==> src/rtl/compare_pkg.sv <==
// Shared types and elaboration helpers for the chunk-serial magnitude comparator.
package compare_pkg;

    typedef enum logic [1:0] {
        IDLE = 2'd0,
        RUN  = 2'd1,
        DONE = 2'd2
    } state_t;

    function automatic int chunk_count(input int width, input int chunk);
        return width / chunk;
    endfunction

    // A single-chunk compare still needs a one-bit counter to keep the ports sane.
    function automatic int idx_width(input int nchunk);
        return ($clog2(nchunk) < 1) ? 1 : $clog2(nchunk);
    endfunction

endpackage

==> src/rtl/compare_chunk.sv <==
// Combinational CHUNK-bit unsigned compare: equality and greater-than of x against z.
module compare_chunk #(
    parameter int CHUNK = 8
) (
    input  logic [CHUNK-1:0] x,
    input  logic [CHUNK-1:0] z,
    output logic             eq,
    output logic             gt
);

    assign eq = (x == z);
    assign gt = (x > z);

endmodule

==> src/rtl/compare_seq_nb.sv <==
// Chunk-serial magnitude comparator: walks both operands MSB chunk first and stops
// at the first differing chunk, reporting equal / greater / less with a done pulse.
module compare_seq_nb
    import compare_pkg::*;
#(
    parameter int WIDTH  = 32,
    parameter int CHUNK  = 8,
    parameter int SIGNED = 0
) (
    input  logic             clk,
    input  logic             rst_n,
    input  logic             start,
    input  logic [WIDTH-1:0] a,
    input  logic [WIDTH-1:0] b,
    output logic             busy,
    output logic             done,
    output logic             y,
    output logic             gt,
    output logic             lt
);

    localparam int NCHUNK = chunk_count(WIDTH, CHUNK);
    localparam int IDX_W  = idx_width(NCHUNK);

    generate
        if ((CHUNK < 1) || (CHUNK > WIDTH) || ((WIDTH % CHUNK) != 0)) begin : g_bad_params
            $fatal(1, "compare_seq_nb: WIDTH must be a positive multiple of CHUNK");
        end
    endgenerate

    state_t             state_reg, state_next;
    logic [WIDTH-1:0]   a_sh_reg, a_sh_next;
    logic [WIDTH-1:0]   b_sh_reg, b_sh_next;
    logic [IDX_W-1:0]   idx_reg, idx_next;
    logic               y_reg, y_next;
    logic               gt_reg, gt_next;
    logic               lt_reg, lt_next;
    logic               chunk_eq;
    logic               chunk_gt;

    compare_chunk #(
        .CHUNK (CHUNK)
    ) u_chunk (
        .x  (a_sh_reg[WIDTH-1 -: CHUNK]),
        .z  (b_sh_reg[WIDTH-1 -: CHUNK]),
        .eq (chunk_eq),
        .gt (chunk_gt)
    );

    always_comb begin
        state_next = state_reg;
        a_sh_next  = a_sh_reg;
        b_sh_next  = b_sh_reg;
        idx_next   = idx_reg;
        y_next     = y_reg;
        gt_next    = gt_reg;
        lt_next    = lt_reg;
        case (state_reg)
            IDLE: begin
                if (start) begin
                    a_sh_next = a;
                    b_sh_next = b;
                    // Offset binary: flipping the sign bit makes two's-complement order unsigned.
                    if (SIGNED != 0) begin
                        a_sh_next[WIDTH-1] = ~a[WIDTH-1];
                        b_sh_next[WIDTH-1] = ~b[WIDTH-1];
                    end
                    idx_next   = '0;
                    y_next     = 1'b0;
                    gt_next    = 1'b0;
                    lt_next    = 1'b0;
                    state_next = RUN;
                end
            end
            RUN: begin
                if (!chunk_eq) begin
                    gt_next    = chunk_gt;
                    lt_next    = ~chunk_gt;
                    state_next = DONE;
                end else if (idx_reg == IDX_W'(NCHUNK - 1)) begin
                    y_next     = 1'b1;
                    state_next = DONE;
                end else begin
                    a_sh_next = a_sh_reg << CHUNK;
                    b_sh_next = b_sh_reg << CHUNK;
                    idx_next  = idx_reg + IDX_W'(1);
                end
            end
            DONE: begin
                state_next = IDLE;
            end
            default: begin
                state_next = IDLE;
            end
        endcase
    end

    always_ff @(posedge clk) begin
        if (!rst_n) begin
            state_reg <= IDLE;
            a_sh_reg  <= '0;
            b_sh_reg  <= '0;
            idx_reg   <= '0;
            y_reg     <= 1'b0;
            gt_reg    <= 1'b0;
            lt_reg    <= 1'b0;
        end else begin
            state_reg <= state_next;
            a_sh_reg  <= a_sh_next;
            b_sh_reg  <= b_sh_next;
            idx_reg   <= idx_next;
            y_reg     <= y_next;
            gt_reg    <= gt_next;
            lt_reg    <= lt_next;
        end
    end

    assign busy = (state_reg != IDLE);
    assign done = (state_reg == DONE);
    assign y    = y_reg;
    assign gt   = gt_reg;
    assign lt   = lt_reg;

endmodule

==> config.mk <==
export PLATFORM = sky130hd
export DESIGN_NAME = compare_seq_nb
export DESIGN_NICKNAME = d
export VERILOG_FILES = /design/src/rtl/compare_pkg.sv /design/src/rtl/compare_chunk.sv /design/src/rtl/compare_seq_nb.sv
export SDC_FILE = /design/constraint.sdc
export NUM_CORES = 1
export LEC_CHECK = 0
export ABC_AREA = 1
export BUFFER_PORTS_ARGS = -buffer_cell sky130_fd_sc_hd__clkbuf_2
export CAP_MARGIN = 20
export CORE_MARGIN = 10
export CORE_UTILIZATION = 49
export DETAILED_ROUTE_END_ITERATION = 8
export GPL_TIMING_DRIVEN = 0
export PLACE_DENSITY = 0.76
export SETUP_SLACK_MARGIN = 0.02
export SLEW_MARGIN = 15
export SYNTH_ARGS = -nofsm -noshare
export SYNTH_HDL_FRONTEND = slang
export SYNTH_SLANG_ARGS = --single-unit
==> constraint.sdc <==
create_clock -name clk -period 1.5 [get_ports clk]
set_input_delay 0.3 -clock clk [delete_from_list [all_inputs] [get_ports clk]]
set_output_delay 0.3 -clock clk [all_outputs]
set_load 0.01 [all_outputs]
=== After elaboration in Yosys (flattened, before gate mapping) ===
Index checks and enable logic that the tools add are counted.

* Output and inout port bits: 5
* Flip-flop bits (word level): 71

* Bitwise operators: 1
* $lt $le $gt $ge: 1
* Muxes and demuxes: 24
* Equal/unequal tests: 10
* Add/sub/neg operators: 1
* Reductions and logical operators: 7

{| class="wikitable"
|+ Operator list
! cell !! count
|-
| 32-bit two-way mux || 6
|-
| 32-bit one-hot mux with 2 select lines || 2
|-
| 2-bit two-way mux || 6
|-
| 2-bit != test, second input constant || 5
|-
| 8-bit == test || 1
|-
| 8-bit greater-than comparator || 1
|-
| 2-bit one-hot mux with 2 select lines || 2
|-
| 4-bit AND reduction || 2
|-
| 1-bit one-hot mux with 2 select lines || 3
|-
| 1-bit two-way mux || 5
|-
| 2-bit == test, second input constant || 2
|-
| 2-bit nonzero test || 2
|-
| 3-bit != test, second input constant || 1
|-
| 3-bit AND reduction || 1
|-
| 2-bit by 1-bit adder with 2-bit output, second input constant || 1
|-
| 2-bit by 1-bit == test with 1-bit output, second input constant || 1
|-
| 2-bit zero test || 1
|-
| 2-bit AND reduction || 1
|-
| 1-bit NOT || 1
|}

=== Logic depth before layout (Yosys ltp) ===
* Depth in word-level cells: 4
* Gate-level depth with buffers: 11

=== By module ===
A second synthesis with hierarchy kept.

* Cells, all modules: 515
* Area total of the unflattened synthesis: 3422.0 um^2

{| class="wikitable"
|+ By module, submodules not included
! module !! area each (um^2) !! seq. area each (um^2) !! cells each !! instances
|-
| compare_seq_nb || 3180.6 || 1421.4 || 479 || 1
|-
| compare_chunk || 241.5 || 0.0 || 36 || 1
|}

=== Worst setup path after synthesis ===
OpenSTA, ideal clock, no wires.

* Path kind: register -> register
* From: register b_sh_reg[31]
* To: register idx_reg[0]
* Data required time: 1.384 ns
* Library setup time: 0.116 ns
* Setup slack: -0.058 ns
* Period minus slack after synthesis: 1.558 ns
* Stages on the path, launching flop included: 12
* Data arrival time: 1.442 ns
* Path buffers: 2
* Path through: dfxtp_1 inv_1 ha_1 nand2_1 nor2_2 nand3_2 nand2_2 inv_2 buf_6 buf_6 nor2_1 nor2_1

* Longest elaborated chain between the ends: 3

{| class="wikitable"
|+ Ends and longest elaborated chain
! what !! line !! RTL
|-
| start, declared || compare_seq_nb.sv:33 || <nowiki>logic [WIDTH-1:0] b_sh_reg, b_sh_next;</nowiki>
|-
| start signal, assigned || compare_seq_nb.sv:110 || <nowiki>b_sh_reg <= b_sh_next;</nowiki>
|-
| 8-bit == test || compare_chunk.sv:11 || <nowiki>assign eq = (x == z);</nowiki>
|-
| 2-bit != test (no source line) || n/a ||
|-
| 4-bit AND reduction (no source line) || n/a ||
|-
| end signal, assigned || compare_seq_nb.sv:111 || <nowiki>idx_reg <= idx_next;</nowiki>
|-
| end, declared || compare_seq_nb.sv:34 || <nowiki>logic [IDX_W-1:0] idx_reg, idx_next;</nowiki>
|}

Every way passes these cells.
A chain may end at the register's enable or synchronous reset.

=== Final worst setup path ===
* From: register b_sh_reg[29]
* To: register a_sh_reg[24]

* Longest elaborated chain between the ends: 3

{| class="wikitable"
|+ Ends and longest elaborated chain
! what !! line !! RTL
|-
| 8-bit == test || compare_chunk.sv:11 ||
|-
| 2-bit != test (no source line) || n/a ||
|-
| 4-bit AND reduction (no source line) || n/a ||
|-
| end signal, assigned || compare_seq_nb.sv:109 || <nowiki>a_sh_reg <= a_sh_next;</nowiki>
|-
| end, declared || compare_seq_nb.sv:32 || <nowiki>logic [WIDTH-1:0] a_sh_reg, a_sh_next;</nowiki>
|}

Every way passes these cells.

==> run summary <==
Worst path slowest cell -> dfxtp_2
Main combinational cell family by area after synthesis -> simple AND/OR/NAND/NOR gates
Min cycle time layout -> 1.718 ns
Syn avg cell area -> 6.582 um^2
CP bufs+invs -> 4
Final non-filler cell total -> 694
DRT antenna net count -> 0
Antenna cells -> 0
Routability Congestion -> 0.8707
Post-synthesis instance total -> 514
IO Pins -> 72
Number of iterations in the first detailed-routing pass -> 5
First-pass GRT wire length -> 15580 um
GRT overflow -> 0
Hold Path Class -> input port to register
Fraction of the mapped netlist area in compound gates -> 0.1331
Clock Sinks -> 71
Post-layout util -> 0.6902
PortBufs -> 70
Setup TNS -> -11.09 ns
Synth unique cells -> 20
Fillers -> 566
Leading cell types in the layout, fill and taps excluded -> nand2_1, nor2_1, clkbuf_2
Total Wirelength -> 10740 um
CP dominant cell by count -> nor2_4
YS warnings -> 0
Adder-cell share of the synthesized area -> 0.03328
Multi-input logic area -> 2031 um^2
Starting Density -> 0.5007
CTS H-Tree Depth -> 3
Pin count of the biggest net entering global routing -> 13
Fin worst setup slack -> -0.2176 ns
Area share of xor/xnor cells in the synthesized design -> 0
Final setup vio count -> 67
1st-iter DRT viols -> 214
CTS Buf Count -> 9
HPWL Detailed -> 6714 um
Die area -> 10630 um^2
Worst reg-to-reg path cell count -> 11
Share of cells above drive strength 1 -> 0.3241
PD cells -> 1151 nW/um^2
Clock buffer depth -> 2
Worst EP arrival -> 1.96 ns
FMAX -> 582.2 MHz
RSZ-0062 raised after global routing -> yes
Setup CP Type -> register to register
Hold-fix buffers at CTS -> 0
Via density per instance -> 5.254
Post-route DRC -> 0
Mux share of post-synthesis cell area -> 0
Reg2reg end -> a_sh_reg[24]
Crit. End Element -> register
Crit. Startpoint -> b_sh_reg[29]
Slew @ Worst Pin -> 0.6670 ns
Pre-CTS WS -> -0.3049 ns
Hold slack -> 0.1699 ns
Critical-path maximum fanout -> 7
# rows -> 30
Critical path depth in cells -> 11
Slew headroom -> 0.5553
Clk slew on worst S/H paths -> 0.08 ns
Slew Viols, Final -> 0
Core ar. -> 6756 um^2
Mapped Area -> 3383 um^2
Via count -> 3646
Routed wire per std cell -> 15.47 um
Hold Violations, Final -> 0
Tcrit/Tclk final -> 1.145
Register area share after synthesis -> 0.4201
CP cell instances -> inv_2 > ha_4 > nand2_2 > nor2_4 > nand3_4 > nand2_4 > inv_6 > buf_12 > clkbuf_16 > nor2_4 > nor2_1
Clock Skews -> 0.01022 ns
Peak VDD IR -> 0.5724 mV
Clk Latency, worst-skew pair -> 0.36 ns
Max Cap Viol -> 0
Family with the most delay on the worst path -> simple AND/OR/NAND/NOR gates
Placed Cells -> 664
Status -> finished, violations left
P&R area growth vs syn -> 37.83%
Commonest non-fill, non-tap cell in the layout -> nand2_1
Sequential cell area -> 1433 um^2
Reg-to-Reg Start -> b_sh_reg[29]
Req. time, crit path -> 1.74 ns
Flops & latches, synth -> 71
Violated checks -> negative setup slack
Initial antenna violation count -> 0
Lkg Pwr -> 0.002256 uW
Syn nets -> 590
Worst setup path endpoint -> a_sh_reg[24]
Die width -> 103.1 um
GR Util All Layers -> 0.1857
Vias in the first global route -> 3388
Maximum single-stage delay on the critical path -> 0.35 ns
TritonCTS clock tree -> built
Startpoint Class -> register
Die H -> 103.1 um
Worst reg-to-reg setup slack -> -0.22 ns
Post-synthesis simple-gate area fraction -> 0.3314
Root Driver -> clkbuf_8
Final #Nets -> 685
final cells by class:
| class | count | share of cell area |
|---|---|---|
| flip-flops and latches | 71 | 0.3072 |
| clock inverters | 5 | 0.01690 |
| repair buffers | 84 | 0.1143 |
| inverters | 19 | 0.01637 |
| clock buffers | 11 | 0.03247 |
| well taps | 80 | 0.02146 |
| plain buffers | 33 | 0.05581 |
| multi-input cells | 391 | 0.4355 |
power by group:
group          switching (uW)  leakage [uW]  internal (uW)
logic                     761       0.00155            612
registers                 127      0.000591           2080
clock network             758      0.000120           1030
worst min-delay path by stage:
stage | startpoint | end | slack, ns | depth (start not counted)
floorplan | b[2] | b_sh_reg[2] | 0.44 | 2
global placement | y | y | 0.44 | 2
detailed placement | y | y | 0.44 | 2
CTS | b[3] | b_sh_reg[3] | 0.18 | 3
global route | b[5] | b_sh_reg[5] | 0.19 | 3
finish | b[3] | b_sh_reg[3] | 0.17 | 3
kinds of logic (layout without fill, tap and decap cells):
group	after synthesis	count (layout)
and+or+nand+nor	293	293
AOI/OAI and AO/OA	89	89
DFF	71	71
buffers and inverters	52	152
adders and majority gates	9	9
cells in the mapped netlist:
| master | instances | share of area |
|---|---|---|
| o21ai_0 | 48 | 0.071 |
| nand2_1 | 163 | 0.18 |
| clkbuf_2 | 3 | 0.0044 |
| o21ai_1 | 17 | 0.025 |
| a21oi_1 | 22 | 0.033 |
| nand3_2 | 1 | 0.0030 |
| dfxtp_1 | 71 | 0.42 |
| inv_1 | 16 | 0.018 |
| a21o_1 | 1 | 0.0022 |
| ha_1 | 9 | 0.033 |
| clkinv_1 | 1 | 0.0011 |
| clkbuf_1 | 12 | 0.013 |
| buf_6 | 9 | 0.030 |
| nor2_2 | 2 | 0.0037 |
| o211ai_1 | 1 | 0.0022 |
| inv_2 | 2 | 0.0022 |
| buf_2 | 9 | 0.013 |
| nand3_1 | 4 | 0.0059 |
| nand2_2 | 2 | 0.0037 |
| nor2_1 | 121 | 0.13 |
routing by layer:
layer  GRT usage  wire (um)
met1      0.2313       4563
met2      0.3018       5362
met3     0.04088        535
met4     0.07914        276
met5           0          0
worst min-delay path: stages:
cell	delay [ns]
clkbuf_2	0.09
a21oi_2	0.04
nor2_1	0.06
repair_timing:
| action | in CTS | in global routing |
|---|---|---|
| pin swaps | 5 | 15 |
| cloned | 1 | 4 |
| resized for setup | 53 | 61 |
| buffers inserted | 3 | 6 |
| setup endpoints to repair | 67 | 68 |
stage by stage:
| stage | total power (uW) | instance area [um^2] |
|---|---|---|
| 6_report | 5368 | 4663 |
| 3_3_place_gp | 3117 | 3836 |
| 5_1_grt | 5588 | 4663 |
| 2_1_floorplan | 2851 | 3386 |
| 3_5_place_dp | 3145 | 3836 |
| 4_1_cts | 5075 | 4327 |
Power figures use the tool's default switching activity.
